===== config.mk =====
export PLATFORM = sky130hd
export DESIGN_NAME = rv32_pipeline_ctrl
export DESIGN_NICKNAME = d
export VERILOG_FILES = /design/src/rtl/rv32_pipeline_pkg.sv /design/src/rtl/rv32_hazard_detect.sv /design/src/rtl/rv32_pipeline_ctrl.sv
export SDC_FILE = /design/constraint.sdc
export NUM_CORES = 1
export LEC_CHECK = 0
export ABC_AREA = 1
export BUFFER_PORTS_ARGS = -buffer_cell sky130_fd_sc_hd__buf_2
export CORE_MARGIN = 2
export CORE_UTILIZATION = 52
export DETAILED_ROUTE_END_ITERATION = 12
export PLACE_DENSITY = 0.8
export SLEW_MARGIN = 10
export SYNTH_ARGS = -nofsm -noshare
export SYNTH_HDL_FRONTEND = slang
export SYNTH_SLANG_ARGS = --single-unit

===== constraint.sdc =====
create_clock -name clk -period 3.77 [get_ports clk]
set_input_delay 0.1885 -clock clk [delete_from_list [all_inputs] [get_ports clk]]
set_output_delay 0.1885 -clock clk [all_outputs]
set_load 0.02 [all_outputs]

===== src/rtl/rv32_pipeline_pkg.sv =====
// Shared types for the RV32 pipeline stall/flush scheduler: FSM states,
// the drain/flush counter width and the debug cause encoding.
package rv32_pipeline_pkg;

    localparam int unsigned CNT_W = 4;

    typedef logic [CNT_W-1:0] cnt_t;

    typedef enum logic [1:0] {
        RUN,
        DRAIN,
        TRAP_FLUSH
    } state_e;

    // Winning request of the current cycle, in priority order TRAP highest.
    typedef enum logic [2:0] {
        NONE,
        LOADUSE,
        MEMBUSY,
        MISPRED,
        FENCE,
        TRAP
    } cause_e;

endpackage


===== src/rtl/rv32_hazard_detect.sv =====
// Combinational load-use comparator: a load in execute whose destination
// is read by the valid instruction sitting in decode.
module rv32_hazard_detect (
    input  logic       decode_valid_in,
    input  logic [4:0] rs1_in,
    input  logic       rs1_read_in,
    input  logic [4:0] rs2_in,
    input  logic       rs2_read_in,
    input  logic       ex_valid_in,
    input  logic       ex_mem_read_in,
    input  logic [4:0] ex_rd_in,
    input  logic       ex_rd_write_in,
    output logic       load_use_out
);

    logic ex_load_writes;
    logic rs1_hit;
    logic rs2_hit;

    always_comb begin
        ex_load_writes = ex_valid_in && ex_mem_read_in && ex_rd_write_in && (ex_rd_in != '0);
        rs1_hit        = rs1_read_in && (rs1_in == ex_rd_in);
        rs2_hit        = rs2_read_in && (rs2_in == ex_rd_in);
        load_use_out   = decode_valid_in && ex_load_writes && (rs1_hit || rs2_hit);
    end

endmodule


===== src/rtl/rv32_pipeline_ctrl.sv =====
// Central stall/flush scheduler for the five-stage RV32 pipeline: load-use
// stalls, memory back-pressure, FENCE drains and mispredict/trap flushes.
module rv32_pipeline_ctrl
    import rv32_pipeline_pkg::*;
#(
    parameter int unsigned DRAIN_CYCLES      = 3,
    parameter int unsigned TRAP_FLUSH_CYCLES = 2
) (
    input  logic        clk,
    input  logic        reset,
    input  logic        ce_i,
    input  logic        decode_valid_in,
    input  logic [4:0]  rs1_unreg_in,
    input  logic        rs1_read_unreg_in,
    input  logic [4:0]  rs2_unreg_in,
    input  logic        rs2_read_unreg_in,
    input  logic        mem_fence_unreg_in,
    input  logic        ex_valid_in,
    input  logic        ex_mem_read_in,
    input  logic [4:0]  ex_rd_in,
    input  logic        ex_rd_write_in,
    input  logic        ex_mispredict_in,
    input  logic        mem_busy_in,
    input  logic        wb_trap_in,
    output logic        fetch_stall_out,
    output logic        decode_stall_out,
    output logic        decode_flush_out,
    output logic        execute_stall_out,
    output logic        execute_flush_out,
    output logic        mem_stall_out,
    output logic        mem_flush_out,
    output logic        writeback_flush_out,
    output logic        busy_out,
    output logic [31:0] stall_count_out
);

    localparam cnt_t DRAIN_LOAD = CNT_W'(DRAIN_CYCLES);
    localparam cnt_t TRAP_LOAD  = CNT_W'(TRAP_FLUSH_CYCLES);

    state_e      state_q, state_d;
    cnt_t        cnt_q, cnt_d;
    logic        fence_done_q, fence_done_d;
    logic [31:0] stall_count_q, stall_count_d;

    logic   load_use;
    logic   fence_req;
    cause_e cause;

    rv32_hazard_detect u_hazard (
        .decode_valid_in (decode_valid_in),
        .rs1_in          (rs1_unreg_in),
        .rs1_read_in     (rs1_read_unreg_in),
        .rs2_in          (rs2_unreg_in),
        .rs2_read_in     (rs2_read_unreg_in),
        .ex_valid_in     (ex_valid_in),
        .ex_mem_read_in  (ex_mem_read_in),
        .ex_rd_in        (ex_rd_in),
        .ex_rd_write_in  (ex_rd_write_in),
        .load_use_out    (load_use)
    );

    // The TRAP_FLUSH state owns the cycle unless a new trap arrives, so it
    // maps to NONE here and its flushes are added from the state below.
    always_comb begin
        fence_req = (state_q == RUN) && decode_valid_in && mem_fence_unreg_in && !fence_done_q;
        cause     = NONE;
        if (wb_trap_in)                                cause = TRAP;
        else if (state_q == TRAP_FLUSH)                cause = NONE;
        else if (mem_busy_in)                          cause = MEMBUSY;
        else if (state_q == RUN && ex_mispredict_in)   cause = MISPRED;
        else if (state_q == DRAIN || fence_req)        cause = FENCE;
        else if (load_use)                             cause = LOADUSE;
    end

    always_comb begin
        fetch_stall_out     = 1'b0;
        decode_stall_out    = 1'b0;
        decode_flush_out    = 1'b0;
        execute_stall_out   = 1'b0;
        execute_flush_out   = 1'b0;
        mem_stall_out       = 1'b0;
        mem_flush_out       = 1'b0;
        writeback_flush_out = 1'b0;
        busy_out            = (state_q != RUN);

        unique case (cause)
            TRAP: begin
                decode_flush_out    = 1'b1;
                execute_flush_out   = 1'b1;
                mem_flush_out       = 1'b1;
                writeback_flush_out = 1'b1;
            end
            MEMBUSY: begin
                fetch_stall_out     = 1'b1;
                decode_stall_out    = 1'b1;
                execute_stall_out   = 1'b1;
                mem_stall_out       = 1'b1;
                writeback_flush_out = 1'b1;
            end
            MISPRED: begin
                decode_flush_out  = 1'b1;
                execute_flush_out = 1'b1;
            end
            // The entry cycle also holds decode so the FENCE cannot slip
            // into execute before the drain starts.
            FENCE, LOADUSE: begin
                fetch_stall_out   = 1'b1;
                decode_stall_out  = 1'b1;
                execute_flush_out = 1'b1;
            end
            default: begin
                if (state_q == TRAP_FLUSH) begin
                    decode_flush_out  = 1'b1;
                    execute_flush_out = 1'b1;
                    mem_flush_out     = 1'b1;
                end
            end
        endcase

        if (reset) begin
            fetch_stall_out     = 1'b0;
            decode_stall_out    = 1'b0;
            decode_flush_out    = 1'b0;
            execute_stall_out   = 1'b0;
            execute_flush_out   = 1'b0;
            mem_stall_out       = 1'b0;
            mem_flush_out       = 1'b0;
            writeback_flush_out = 1'b0;
            busy_out            = 1'b0;
        end
    end

    always_comb begin
        state_d       = state_q;
        cnt_d         = cnt_q;
        fence_done_d  = fence_done_q;
        stall_count_d = stall_count_q + 32'(decode_stall_out);

        if (!decode_stall_out) fence_done_d = 1'b0;

        unique case (cause)
            TRAP: begin
                state_d      = TRAP_FLUSH;
                cnt_d        = TRAP_LOAD;
                fence_done_d = 1'b0;
            end
            FENCE: begin
                if (state_q == RUN) begin
                    state_d = DRAIN;
                    cnt_d   = DRAIN_LOAD;
                end else if (cnt_q <= cnt_t'(1)) begin
                    state_d      = RUN;
                    cnt_d        = '0;
                    fence_done_d = 1'b1;
                end else begin
                    cnt_d = cnt_q - cnt_t'(1);
                end
            end
            default: begin
                if (state_q == TRAP_FLUSH) begin
                    if (cnt_q <= cnt_t'(1)) begin
                        state_d = RUN;
                        cnt_d   = '0;
                    end else begin
                        cnt_d = cnt_q - cnt_t'(1);
                    end
                end
            end
        endcase
    end

    always_ff @(posedge clk) begin
        if (reset) begin
            state_q       <= RUN;
            cnt_q         <= '0;
            fence_done_q  <= 1'b0;
            stall_count_q <= '0;
        end else if (ce_i) begin
            state_q       <= state_d;
            cnt_q         <= cnt_d;
            fence_done_q  <= fence_done_d;
            stall_count_q <= stall_count_d;
        end
    end

    assign stall_count_out = stall_count_q;

endmodule


======== Word level (Yosys, flattened, before mapping) ========
Index checks and enable logic that the tools add are counted.
operators by class
  bitwise operators ....................... 0
  eq/ne operators ......................... 9
  multiply operators ...................... 0
  $lt $le $gt $ge ......................... 1
  mux-type cells .......................... 32
  shift-type cells ........................ 0
  add/subtract/negate cells ............... 2
  divide/modulo/power cells ............... 0
  reduce and logical (&&, ||, !) cells .... 24
operator list
  cell                                                 count
  adder 32 x 1 -> 32 bit                               1
  2-to-1 mux 1 bit                                     15
  2-to-1 mux 3 bit                                     5
  2-to-1 mux 4 bit                                     3
  logical AND 1 bit                                    11
  equality test 5 bit                                  2
  case mux 1 bit (2 select lines)                      4
  case mux 4 bit (2 select lines)                      1
  OR reduction 4 bit                                   2
  equality test 3 x 2 -> 1 bit, second input constant  2
  equality test 3 bit, second input constant           2
  2-to-1 mux 2 bit                                     3
  nonzero test 5 bit                                   1
  <= comparator 4 x 1 -> 1 bit, second input constant  1
  case mux 2 bit (2 select lines)                      1
  OR reduction 2 bit                                   2
  subtractor 4 x 1 -> 4 bit, second input constant     1
  equality test 3 x 1 -> 1 bit, second input constant  1
  nonzero test 3 bit                                   1
  OR reduction 3 bit                                   1
  equality test 2 x 1 -> 1 bit, second input constant  1
  equality test 2 bit, second input constant           1
  logical NOT 2 bit                                    1
  logical OR 1 bit                                     2
  3 further kinds                                      3
storage, ports and cells
  register bits after elaboration ......... 39
  logic and storage cells ................. 72
  memories kept ........................... 0
  latch bits .............................. 0
  output and inout bits ................... 41
  bits in read-only memories .............. 0
  bits in writable memories ............... 0
  input bits .............................. 28

======== Logic depth before layout (Yosys ltp) ========
  depth after elaboration ................. 19
  gate-level depth with buffers ........... 27
  gate-level depth less buffers ........... 27

======== Cells and area by module ========
From an unflattened synthesis, not the netlist that was laid out.
second synthesis, totals
  cell total of the unflattened synthesis .. 371
  area total of the unflattened synthesis .. 2446.1 µm²
by module, submodules not included
  module              seq. area each (µm²)  area an instance (µm²)  cells an instance  instances
  rv32_pipeline_ctrl  780.7                 2208.4                  317                1
  rv32_hazard_detect  0.0                   237.7                   54                 1

======== Worst setup path after synthesis ========
Ideal clock, no wire load.
  path type ............................... reg-to-reg
  from .................................... register state_q[0]
  to ...................................... register stall_count_q[28] (netlist: stall_count_out[28])
  stages on the path, launching flop included .. 25
  buffers on the path ..................... 0
  period minus slack after synthesis ...... 3423 ps
  required time ........................... 3655 ps
  arrival ................................. 3308 ps
  setup slack ............................. 347 ps
  setup time .............................. 115 ps
  cell sequence ........................... dfxtp_1 -> nor2_4 -> nand3_2 -> o21ai_2 -> nor2_1 -> nand2_1 -> nand2_1 -> nand2_2 -> nand2_1 -> nor2_1 -> inv_1 -> o21ai_0 -> ha_1 -> ha_1 -> nand2_1 -> nor2_2 -> nand3_2 -> nor3_2 -> nand2_1 -> inv_2 -> nand4_2 -> inv_2 -> nand4_2 -> o21ai_1 -> nor2_1
on the way
  longest elaborated chain between the ends .. 15
  elaborated cells between the ends (all ways) .. 20
  classes of those cells .................. 1 x add/sub; 5 x eq/ne; 7 x mux; 7 x reduce/logical
ends and longest elaborated chain
  element                                            RTL line                                            source
  from (decl)                                        rv32_pipeline_ctrl.sv:40                            state_e state_q, state_d;
  from (signal assigned)                             rv32_pipeline_ctrl.sv:179                           state_q <= state_d;
  logical NOT 2 bit                                  rv32_pipeline_ctrl.sv:65, rv32_pipeline_ctrl.sv:70
  logical AND 1 bit (3 in series)                    rv32_pipeline_ctrl.sv:65                            fence_req = (state_q == RUN) && decode_valid_in && mem_fence_unreg_in && !fence_done_q;
  logical OR 1 bit                                   rv32_pipeline_ctrl.sv:71                            else if (state_q == DRAIN || fence_req) cause = FENCE;
  2-to-1 mux 3 bit                                   rv32_pipeline_ctrl.sv:71
  2-to-1 mux 3 bit                                   rv32_pipeline_ctrl.sv:70                            else if (state_q == RUN && ex_mispredict_in) cause = MISPRED;
  2-to-1 mux 3 bit                                   rv32_pipeline_ctrl.sv:69                            else if (mem_busy_in) cause = MEMBUSY;
  2-to-1 mux 3 bit (*)                               rv32_pipeline_ctrl.sv:68                            else if (state_q == TRAP_FLUSH) cause = NONE;
  2-to-1 mux 3 bit (*)                               rv32_pipeline_ctrl.sv:67                            if (wb_trap_in) cause = TRAP;
  equality test 3 bit, or another cell as far along  rv32_pipeline_ctrl.sv:86                            unique case (cause)
  OR reduction 3 bit (no line) (*)                   -
  2-to-1 mux 1 bit (*)                               rv32_pipeline_ctrl.sv:86
  2-to-1 mux 1 bit (*)                               rv32_pipeline_ctrl.sv:120                           if (reset) begin
  via decode_stall_out                               rv32_pipeline_ctrl.sv:26                            output logic decode_stall_out,
  adder 32 x 1 -> 32 bit (*)                         rv32_pipeline_ctrl.sv:137                           stall_count_d = stall_count_q + 32'(decode_stall_out);
  to (signal assigned)                               rv32_pipeline_ctrl.sv:182                           stall_count_q <= stall_count_d;
  to (decl)                                          rv32_pipeline_ctrl.sv:43                            logic [31:0] stall_count_q, stall_count_d;
Mark *: on every way through the listed nets, which the timed path passes. The rest lies on a longest branch.
A chain may end at the register's enable or synchronous reset.

======== Worst setup path after layout ========
  from .................................... register state_q[1]
  to ...................................... register stall_count_q[28] (netlist: stall_count_out[28])
on the way
  longest elaborated chain between the ends .. 15
  elaborated cells between the ends (all ways) .. 20
  classes of those cells .................. 1 x add/sub; 5 x eq/ne; 7 x mux; 7 x reduce/logical
ends and longest elaborated chain
  element                                            RTL line
  logical NOT 2 bit                                  rv32_pipeline_ctrl.sv:65, rv32_pipeline_ctrl.sv:70
  logical AND 1 bit (3 in series)                    rv32_pipeline_ctrl.sv:65
  logical OR 1 bit                                   rv32_pipeline_ctrl.sv:71
  2-to-1 mux 3 bit                                   rv32_pipeline_ctrl.sv:71
  2-to-1 mux 3 bit                                   rv32_pipeline_ctrl.sv:70
  2-to-1 mux 3 bit                                   rv32_pipeline_ctrl.sv:69
  2-to-1 mux 3 bit (*)                               rv32_pipeline_ctrl.sv:68
  2-to-1 mux 3 bit (*)                               rv32_pipeline_ctrl.sv:67
  equality test 3 bit, or another cell as far along  rv32_pipeline_ctrl.sv:86
  OR reduction 3 bit (no line) (*)                   -
  2-to-1 mux 1 bit (*)                               rv32_pipeline_ctrl.sv:86
  2-to-1 mux 1 bit (*)                               rv32_pipeline_ctrl.sv:120
  adder 32 x 1 -> 32 bit (*)                         rv32_pipeline_ctrl.sv:137
Mark *: on every way between the ends. The rest lies on a longest branch, timed or not.

==> impl_metrics.env <==
export IMPL_status="completed"
export IMPL_hpwl_mm=4.57
export IMPL_cts_buffers=5
export IMPL_max_slew_margin_rel_pct=59.3
export IMPL_grt_pass1_wl_mm=9.86
export IMPL_synth_edff_count=0
export IMPL_yosys_most_used_dff="dfxtp_1"
export IMPL_first_pass_iters=5
export IMPL_fmax_ghz=0.298
export IMPL_cp_arrival_ps=3540
export IMPL_first_global_vias=2332
export IMPL_holdWs_ps=255
export IMPL_clock_sinks=39
export IMPL_maxSlewViolCount=0
export IMPL_worst_ir_drop_vdd_mv=0.212
export IMPL_path_clk_slew_ps=80
export IMPL_final_common_cell="nand2_1"
export IMPL_synth_top_area_share_pct=32.8
export IMPL_worstMarginPinSlew_ps=609
export IMPL_synth_warnings=0
export IMPL_slowest_stage="dfxtp_1"
export IMPL_hold_buffers=0
export IMPL_critPathMaxStageDelay_ps=350
export IMPL_tns_ps=0
export IMPL_core_area_mm2=0.00438
export IMPL_dieArea_mm2=0.00513
export IMPL_path_cells="nor2_4 -> a21oi_2 -> a21oi_4 -> inv_2 -> or2_0 -> nand2_1 -> nand2_1 -> o21ai_0 -> ha_1 -> ha_1 -> nand2_1 -> nor2_4 -> nand3_2 -> nor3_4 -> nand2_1 -> inv_2 -> nand4_2 -> inv_2 -> nand4_2 -> o21ai_1 -> nor2_1"
export IMPL_synth_yosys_seq_area_share_pct=32.8
export IMPL_rows=24
export IMPL_finalNetCount=469
export IMPL_ys_ff_latch=39
export IMPL_endpoint_kind="flop"
export IMPL_layout_min_cycle_time_ps=3350
export IMPL_h_tree_depth=2
export IMPL_hold_viol=0
export IMPL_gp_congestion=0.888
export IMPL_ys_types=41
export IMPL_remaining_drc_errors=0
export IMPL_worstSkewPairLatency_ps=290
export IMPL_cpLargestDelayFamily="simple AND/OR/NAND/NOR gates"
export IMPL_placedInstanceArea_mm2=0.00274
export IMPL_async_reset_ff_share_pct=0
export IMPL_die_h_um=71.6
export IMPL_worstSetupPathType="reg -> reg"
export IMPL_hold_path_class="in -> reg"
export IMPL_wl_per_cell_um=12.1
export IMPL_cp_num_buf_inv=3
export IMPL_io_pin_count=69
export IMPL_crit_required_ps=3960
export IMPL_fin_crit_sh_pct=88.9
export IMPL_cp_startpoint="state_q[1]"
export IMPL_start_util_pct=54.3
export IMPL_synth_area_mm2=0.00238
export IMPL_power_density_mw_per_mm2=294
export IMPL_cp_common_cell="nand2_1"
export IMPL_antenna_violating_nets_post_route=0
export IMPL_grt_use_total_pct=23.7
export IMPL_synth_nets=401
export IMPL_power_leakage_nw=1.38
export IMPL_cts_buffer_depth=2
export IMPL_crit_fanout=7
export IMPL_die_x_um=71.6
export IMPL_final_cell_mix="82 x nand2_1, 68 x buf_2, 51 x inv_1"
export IMPL_n_antenna_cell=0
export IMPL_fin_area_mm2=0.00284
export IMPL_avgSynthCellArea_um2=6.45
export IMPL_total_power_mw=0.836
export IMPL_reg2reg_slack_ps=420
export IMPL_skew_ps=11.3
export IMPL_drive_gt1_share_pct=23.5
export IMPL_vias=2541
export IMPL_cp_start_kind="flop"
export IMPL_setup_violations=0
export IMPL_hold_start="ce_i"
export IMPL_antenna_found_initial=0
export IMPL_drt_wl_total_mm=5.93
export IMPL_grt_max_degree=29
export IMPL_area_growth_pct=19.6
export IMPL_fin_util_pct=64.9
export IMPL_root_buffer="clkbuf_8"
export IMPL_drt_initial_drc_count=123
export IMPL_grt_overflow=0
export IMPL_port_buffer_count=68
export IMPL_cts_tree="yes"
export IMPL_syn_inst=369
export IMPL_synth_area_leaders="dfxtp_1 33%, nand2_1 13%, inv_1 8.0%, nor2_1 8.0%, a21oi_1 5.5%"
export IMPL_drt_vias_per_instance=5.19
export IMPL_worstReg2RegStart="state_q[1]"
export IMPL_drv_cap=0
export IMPL_synth_top_area_cell="dfxtp_1"
[routing by layer]
metal  wire, µm  track usage [%]  vias up
met2       2930             41.9       77
met3        331             5.06        6
li1           -                -     1331
met4         57             7.97        0
met1       2620             28.6     1127
met5          0                0        -
[where the power goes]
part	switching [mW]	total, mW	internal, mW
registers	0.00490	0.423	0.418
logic	0.0885	0.138	0.0492
clock network	0.146	0.276	0.129
total	0.240	0.836	0.596
[metrics by stage]
step,setup slack (ps),std cells
3_5_place_dp,345,481
5_1_grt,-10.3,490
4_1_cts,326,489
2_1_floorplan,347,369
6_report,417,490
3_3_place_gp,558,481
[cell type report]
| class | instances | area, µm² |
|---|---|---|
| Fill cell | 424 | 1540 |
| Multi-Input combinational cell | 261 | 1340 |
| Sequential cell | 39 | 781 |
| Timing Repair Buffer | 69 | 348 |
| Inverter | 61 | 229 |
| Clock buffer | 6 | 72.6 |
| Tap cell | 52 | 65.1 |
| Clock inverter | 2 | 12.5 |
[flip-flops by register name (all words and copies together), names as in the netlist]
signal / flops
fence_done_q: 1
stall_count_out: 32
cnt_q: 4
state_q: 2
[synth_stat cells (3+ instances only)]
cell type / number
nor4_1: 4
nand2_2: 3
a21oi_1: 26
ha_1: 4
dfxtp_1: 39
inv_1: 51
nor2_1: 51
nand3_1: 14
nand2_1: 82
a31oi_1: 5
inv_2: 8
o21a_1: 4
o21ai_0: 15
nand4_1: 7
nor3_1: 18
[cell families after synthesis]
| family | Yosys count | share of synthesized area, % |
|---|---|---|
| compound gates | 62 | 15.3 |
| flops | 39 | 32.8 |
| simple gates | 193 | 37.5 |
| xor+xnor | 2 | 0.737 |
| fa+ha+maj | 4 | 2.10 |
| buf+inv | 69 | 11.6 |
[what timing repair did]
action                                  4_1_cts  5_1_grt
resized for setup                             0        3
endpoints found under the hold margin         0        0
endpoints found under the setup margin        0        2
setup buffers                                 0        1
[worst reg2reg max path, cell delays in order (launching register included)]
cell and delay (ps):
dfxtp_1 350, nor2_4 210, a21oi_2 110, a21oi_4 200
inv_2 70, or2_0 210, nand2_1 90, nand2_1 60
o21ai_0 270, ha_1 240, ha_1 200, nand2_1 100
nor2_4 160, nand3_2 140, nor3_4 160, nand2_1 80
inv_2 80, nand4_2 90, inv_2 100, nand4_2 100
o21ai_1 170, nor2_1 70
[final timing paths]
| path | to | depth (start not counted) |
|---|---|---|
| worst min register to register | stall_count_out[30] | 2 |
| worst min-delay path | fence_done_q | 3 |
| worst max-delay path | stall_count_out[28] | 21 |
| worst max register to register | stall_count_out[28] | 21 |
Power figures use the tool's default switching activity.
